`src/rtl/game_collision_scheduler.sv`:
```
// Time-multiplexed collision engine: one shared rectangle-overlap comparator
// walks every object pair once per frame and publishes registered hit masks.
module game_collision_scheduler #(
  parameter int unsigned MAX_ENEMY         = 4,
  parameter int unsigned MAX_ENEMY_BULLET  = 8,
  parameter int unsigned MAX_PLAYER_BULLET = 4,
  parameter int unsigned BULLET_WIDTH      = 8,
  parameter int unsigned BULLET_HEIGHT     = 8,
  parameter int unsigned ENEMY_WIDTH       = 32,
  parameter int unsigned ENEMY_HEIGHT      = 32,
  parameter int unsigned PLAYER_WIDTH      = 32,
  parameter int unsigned PLAYER_HEIGHT     = 32,
  parameter int unsigned PLAYER_CENTER_Y   = 440
) (
  input  logic                            i_Clk,
  input  logic                            i_Rst,
  input  logic                            i_Start,
  input  logic [9:0]                      i_PlayerX,
  input  logic [19*MAX_PLAYER_BULLET-1:0] i_PlayerBulletPos,
  input  logic [MAX_PLAYER_BULLET-1:0]    i_PlayerBulletValid,
  input  logic [19*MAX_ENEMY-1:0]         i_EnemyPos,
  input  logic [MAX_ENEMY-1:0]            i_EnemyValid,
  input  logic [19*MAX_ENEMY_BULLET-1:0]  i_EnemyBulletPos,
  input  logic [MAX_ENEMY_BULLET-1:0]     i_EnemyBulletValid,
  output logic                            o_Busy,
  output logic                            o_Done,
  output logic [MAX_PLAYER_BULLET-1:0]    o_PlayerBulletHit,
  output logic [MAX_ENEMY-1:0]            o_EnemyHit,
  output logic [MAX_ENEMY_BULLET-1:0]     o_EnemyBulletHit,
  output logic                            o_PlayerHit
);
  localparam int unsigned PW = 19;
  localparam int unsigned IW = 4;

  localparam logic [2:0] S_IDLE  = 3'd0;
  localparam logic [2:0] S_PB_EN = 3'd1;
  localparam logic [2:0] S_PB_EB = 3'd2;
  localparam logic [2:0] S_EB_PL = 3'd3;
  localparam logic [2:0] S_DONE  = 3'd4;

  logic [2:0]                      state_q, state_d;
  logic [IW-1:0]                   outer_q, outer_d, inner_q, inner_d;
  logic [19*MAX_PLAYER_BULLET-1:0] pbPos_q;
  logic [MAX_PLAYER_BULLET-1:0]    pbVal_q;
  logic [19*MAX_ENEMY-1:0]         enPos_q;
  logic [MAX_ENEMY-1:0]            enVal_q;
  logic [19*MAX_ENEMY_BULLET-1:0]  ebPos_q;
  logic [MAX_ENEMY_BULLET-1:0]     ebVal_q;
  logic [9:0]                      plX_q;
  logic [MAX_PLAYER_BULLET-1:0]    pbAcc_q, pbAcc_d, pbOut_q, pbOut_d;
  logic [MAX_ENEMY-1:0]            enAcc_q, enAcc_d, enOut_q, enOut_d;
  logic [MAX_ENEMY_BULLET-1:0]     ebAcc_q, ebAcc_d, ebOut_q, ebOut_d;
  logic                            plAcc_q, plAcc_d, plOut_q, plOut_d;
  logic                            done_q, done_d;
  logic                            snap;

  // Shared comparator operands, selected by phase and indices.
  logic [9:0]   ax, bx;
  logic [8:0]   ay, by;
  logic [10:0]  aw, bw;
  logic [9:0]   ah, bh;
  logic         pair_valid, hit;
  int unsigned  oi, ii;

  assign oi = 32'(outer_q);
  assign ii = 32'(inner_q);

  always_comb begin
    ax = '0; ay = '0; aw = '0; ah = '0;
    bx = '0; by = '0; bw = '0; bh = '0;
    pair_valid = 1'b0;
    case (state_q)
      S_PB_EN: begin
        ax = pbPos_q[PW*oi+9 +: 10]; ay = pbPos_q[PW*oi +: 9];
        bx = enPos_q[PW*ii+9 +: 10]; by = enPos_q[PW*ii +: 9];
        aw = 11'(BULLET_WIDTH); ah = 10'(BULLET_HEIGHT);
        bw = 11'(ENEMY_WIDTH);  bh = 10'(ENEMY_HEIGHT);
        pair_valid = pbVal_q[oi] & enVal_q[ii];
      end
      S_PB_EB: begin
        ax = pbPos_q[PW*oi+9 +: 10]; ay = pbPos_q[PW*oi +: 9];
        bx = ebPos_q[PW*ii+9 +: 10]; by = ebPos_q[PW*ii +: 9];
        aw = 11'(BULLET_WIDTH); ah = 10'(BULLET_HEIGHT);
        bw = 11'(BULLET_WIDTH); bh = 10'(BULLET_HEIGHT);
        pair_valid = pbVal_q[oi] & ebVal_q[ii];
      end
      S_EB_PL: begin
        ax = ebPos_q[PW*ii+9 +: 10]; ay = ebPos_q[PW*ii +: 9];
        bx = plX_q; by = 9'(PLAYER_CENTER_Y);
        aw = 11'(BULLET_WIDTH); ah = 10'(BULLET_HEIGHT);
        bw = 11'(PLAYER_WIDTH); bh = 10'(PLAYER_HEIGHT);
        pair_valid = ebVal_q[ii];
      end
      default: ;
    endcase
  end

  // Widened sums so boxes near the screen edge never wrap; touching edges miss.
  assign hit = pair_valid
    && !(({1'b0, ax} + aw <= {1'b0, bx}) || ({1'b0, ax} >= {1'b0, bx} + bw))
    && !(({1'b0, ay} + ah <= {1'b0, by}) || ({1'b0, ay} >= {1'b0, by} + bh));

  assign snap = (state_q == S_IDLE) && i_Start;

  always_comb begin
    logic [IW-1:0] inner_max, outer_max;
    logic [2:0]    next_phase;
    state_d = state_q;
    outer_d = outer_q;
    inner_d = inner_q;
    pbAcc_d = pbAcc_q; enAcc_d = enAcc_q; ebAcc_d = ebAcc_q; plAcc_d = plAcc_q;
    pbOut_d = pbOut_q; enOut_d = enOut_q; ebOut_d = ebOut_q; plOut_d = plOut_q;
    done_d  = 1'b0;
    inner_max  = '0;
    outer_max  = '0;
    next_phase = S_DONE;
    case (state_q)
      S_PB_EN: begin
        inner_max = IW'(MAX_ENEMY - 1); outer_max = IW'(MAX_PLAYER_BULLET - 1);
        next_phase = S_PB_EB;
        if (hit) begin pbAcc_d[oi] = 1'b1; enAcc_d[ii] = 1'b1; end
      end
      S_PB_EB: begin
        inner_max = IW'(MAX_ENEMY_BULLET - 1); outer_max = IW'(MAX_PLAYER_BULLET - 1);
        next_phase = S_EB_PL;
        if (hit) begin pbAcc_d[oi] = 1'b1; ebAcc_d[ii] = 1'b1; end
      end
      S_EB_PL: begin
        inner_max = IW'(MAX_ENEMY_BULLET - 1); outer_max = '0;
        next_phase = S_DONE;
        if (hit) begin ebAcc_d[ii] = 1'b1; plAcc_d = 1'b1; end
      end
      default: ;
    endcase

    case (state_q)
      S_IDLE: if (i_Start) begin
        state_d = S_PB_EN;
        outer_d = '0; inner_d = '0;
        pbAcc_d = '0; enAcc_d = '0; ebAcc_d = '0; plAcc_d = 1'b0;
      end
      S_PB_EN, S_PB_EB, S_EB_PL: begin
        if (inner_q == inner_max) begin
          inner_d = '0;
          if (outer_q == outer_max) begin
            outer_d = '0;
            state_d = next_phase;
          end else begin
            outer_d = outer_q + 1'b1;
          end
        end else begin
          inner_d = inner_q + 1'b1;
        end
      end
      S_DONE: begin
        pbOut_d = pbAcc_q; enOut_d = enAcc_q; ebOut_d = ebAcc_q; plOut_d = plAcc_q;
        done_d  = 1'b1;
        state_d = S_IDLE;
      end
      default: state_d = S_IDLE;
    endcase
  end

  always_ff @(posedge i_Clk or posedge i_Rst) begin
    if (i_Rst) begin
      state_q <= S_IDLE;
      outer_q <= '0; inner_q <= '0;
      pbPos_q <= '0; pbVal_q <= '0;
      enPos_q <= '0; enVal_q <= '0;
      ebPos_q <= '0; ebVal_q <= '0;
      plX_q   <= '0;
      pbAcc_q <= '0; enAcc_q <= '0; ebAcc_q <= '0; plAcc_q <= 1'b0;
      pbOut_q <= '0; enOut_q <= '0; ebOut_q <= '0; plOut_q <= 1'b0;
      done_q  <= 1'b0;
    end else begin
      state_q <= state_d;
      outer_q <= outer_d; inner_q <= inner_d;
      if (snap) begin
        pbPos_q <= i_PlayerBulletPos; pbVal_q <= i_PlayerBulletValid;
        enPos_q <= i_EnemyPos;        enVal_q <= i_EnemyValid;
        ebPos_q <= i_EnemyBulletPos;  ebVal_q <= i_EnemyBulletValid;
        plX_q   <= i_PlayerX;
      end
      pbAcc_q <= pbAcc_d; enAcc_q <= enAcc_d; ebAcc_q <= ebAcc_d; plAcc_q <= plAcc_d;
      pbOut_q <= pbOut_d; enOut_q <= enOut_d; ebOut_q <= ebOut_d; plOut_q <= plOut_d;
      done_q  <= done_d;
    end
  end

  assign o_Busy            = (state_q != S_IDLE);
  assign o_Done            = done_q;
  assign o_PlayerBulletHit = pbOut_q;
  assign o_EnemyHit        = enOut_q;
  assign o_EnemyBulletHit  = ebOut_q;
  assign o_PlayerHit       = plOut_q;
endmodule

```
`config.mk`:
```
export PLATFORM = sky130hd
export DESIGN_NAME = game_collision_scheduler
export DESIGN_NICKNAME = d
export VERILOG_FILES = /design/src/rtl/game_collision_scheduler.sv
export SDC_FILE = /design/constraint.sdc
export NUM_CORES = 2
export LEC_CHECK = 0
export BUFFER_PORTS_ARGS = -buffer_cell sky130_fd_sc_hd__buf_2
export CAP_MARGIN = 40
export CORE_MARGIN = 8
export CORE_UTILIZATION = 35
export CTS_BUF_LIST = sky130_fd_sc_hd__clkbuf_8 sky130_fd_sc_hd__clkbuf_16
export DETAILED_ROUTE_END_ITERATION = 16
export SYNTH_ARGS = -nofsm -noshare
export SYNTH_HDL_FRONTEND = slang
export SYNTH_SLANG_ARGS = --single-unit
```
`constraint.sdc`:
```
create_clock -name i_Clk -period 29 [get_ports i_Clk]
set_clock_uncertainty 0.15 [all_clocks]
set_input_delay 2.9 -clock i_Clk [delete_from_list [all_inputs] [get_ports i_Clk]]
set_output_delay 2.9 -clock i_Clk [all_outputs]
set_load 0.02 [all_outputs]
```
==> metrics.cfg <==
[clocking]
cts-htree-levels = 2
cts-root-buf = clkbuf_16
clkLatencyLatePin_ns = 0.60
cts_resized = 0
post_cts_buffers = 0
cts_sinks = 376
max-clock-path-buffers = 3
ctsHoldBuffers = 0
tritoncts = done
clk_pin_slew_worst_paths_ns = 0.07
cts_buffers = 43

[yosys]
netlist_area_sq_mm = 0.0333
ys_warn_count = 0
yosys.cell_types.count = 94
avgSynthCellArea_sq_um = 9.46
synth_nets = 3929
synth_ff_type = dfrtp_1
synth-seq-cells = 376
synthCells = 3522
ys_seq_area_share_pct = 28.2
ys_async_sr_fraction_pct = 100
synth_edf_count = 0

[critical_path]
cpPeakStageDelay_ns = 0.85
cp-start-kind = register
crit_top_cell = ha_1
path_class = register to register
crit_path_end_kind = register
reg2reg_slack_ns = 19.88
critPathSlowestCell = dfrtp_1
cp_data_arrival_time_ns = 9.45
cp_max_fo = 63
critical_path_required_ns = 29.34

[sta]
min_period_ns = 9.12
slew_viol_final = 0
max_freq_mhz = 110
hold_violations = 0
maxSlewHeadroom_pct = 20.8
rsz0062_at_grt = no
worstMarginPinSlew_ns = 1.19
timing.final.crit_share_pct = 31.4
setup_viol = 0
finalSetupTns_ns = 0

[global_route]
antenna_found_initial = 3
grt_pass1_vias = 29400
grt_pass1_wl_um = 191000
grt_max_degree = 202
grt_overflow = 0
grt_use_total_pct = 22.9

[die]
die_w_um = 325
die_y_um = 325
dieArea_sq_mm = 0.105
io_pins = 352
std_cell_rows = 113
initial_utilization_pct = 35.2
coreArea_sq_mm = 0.0947

[run]
cap_violations = 0

[detailed_routing]
wl_per_cell_um = 25.2
drtIter0Drc = 3507
dr_total_vias = 29900
viasPerCell = 5.97
drc_errors = 0
dr.pass1.iters = 6
ant_nets = 0
wl_um = 126000

[placed_design]
place_congestion = 0.984
io_buffers = 351
hpwlAfterDp_um = 95800

[final_layout]
nets = 4113
area_delta_synth_final_pct = 12.7
final_cell_mix = nand2_1 (1180), mux4_2 (396), dfrtp_1 (373), buf_2 (352), nor2_1 (225)
layout_commonest_cell = nand2_1
layout-drive-gt1-share_pct = 26.4

[status]
status = complete, no violations

[min_path]
hold_class = register to register

==> layout make-up <==
cell class / instances / area, sq um
multi-input combinational: 2828 / 22500
timing repair buffer: 423 / 2450
sequential: 376 / 9420
clock buffer: 54 / 1240
tap: 1265 / 1580
inverter: 34 / 135
fill: 9547 / 57200
clock inverter: 23 / 239
antenna: 1 / 2.50
==> state kept, by name, indices dropped and copies added (netlist names), 8 cells and up <==
signal / flops
pbPos_q: 76
o_EnemyBulletHit: 8
ebPos_q: 152
ebAcc_q: 8
plX_q: 10
ebVal_q: 8
enPos_q: 76
==> cells by family after synthesis <==
group / Yosys count / synth area share (%)
xor gates and xnor gates: 55 / 1.77
DFF: 376 / 28.2
and+or+nand+nor: 1665 / 20.6
buffers and inverters: 318 / 4.86
adders and majority gates: 74 / 2.78
muxes: 582 / 32.5
AOI/OAI and AO/OA: 452 / 9.28
==> routing by layer <==
layer	track usage, %	up-vias	part of all wire, %
met2	36.1	1664	46
met4	7.09	6	3.6
met1	31.6	14700	41
li1	-	13300	-
met5	0	-	0.047
met3	4.99	265	9.5
==> worst max-delay path, delay by kind of cell (launching register included) <==
kind,cells,cell delay (ns)
fa+ha+maj,4,1.62
simple gates,4,0.77
mux,1,0.60
flops,1,0.85
compound gates,10,2.64
buf+inv,4,1.95
xor+xnor,2,0.37
==> per-stage QoR <==
stage | instances | util (%) | setup WS, ns | hold slack [ns] | cell area, sq um
4_1_cts | 5003 | 39.6 | 19.90 | 0.329 | 37600
5_1_grt | 5003 | 39.6 | 19.22 | 0.347 | 37600
3_3_place_gp | 4915 | 37.9 | 20.06 | 0.307 | 35900
3_5_place_dp | 4926 | 38.1 | 19.91 | 0.312 | 36100
2_1_floorplan | 3522 | - | 15.51 | 0.290 | 33300
6_report | 5004 | 39.6 | 19.88 | 0.325 | 37600
==> cells in the mapped netlist, types with 13 or more instances <==
library cell,instances,area (sq um)
xor2_1,16,140
inv_1,32,120
mux2i_1,146,1460
buf_6,21,236
a32oi_1,13,114
nor2_1,225,845
a21o_1,18,135
buf_2,77,385
ha_1,74,926
xnor2_1,27,236
buf_4,45,338
and3_1,15,93.8
nand4_1,25,156
mux2_2,40,450
clkbuf_1,126,473
nor4_1,26,163
nand2_1,1181,4430
o21ai_0,80,400
a22oi_1,20,150
o211ai_1,24,180
nor3_1,61,305
a21oi_1,80,400
dfrtp_1,376,9410
a211oi_1,20,150
a31oi_1,24,150
nand3_1,51,255
o21ai_1,24,120
o22ai_1,22,138
or3_1,20,125
mux4_2,396,8920
==> final timing paths <==
path                            startpoint      endpoint  cells past startpoint
max in group asynchronous            i_Rst    pbVal_q[2]                      4
worst max-delay path            inner_q[2]    enAcc_q[1]                     25
worst max register to register  inner_q[2]    enAcc_q[1]                     25
worst min-delay path            enVal_q[0]    enVal_q[0]                      2
min in group asynchronous            i_Rst  ebPos_q[105]                      2
worst min register to register  enVal_q[0]    enVal_q[0]                      2
Power is left out: the tool's default activity adds up to more than one toggle a clock period on the data nets, which glitch-free logic cannot reach.
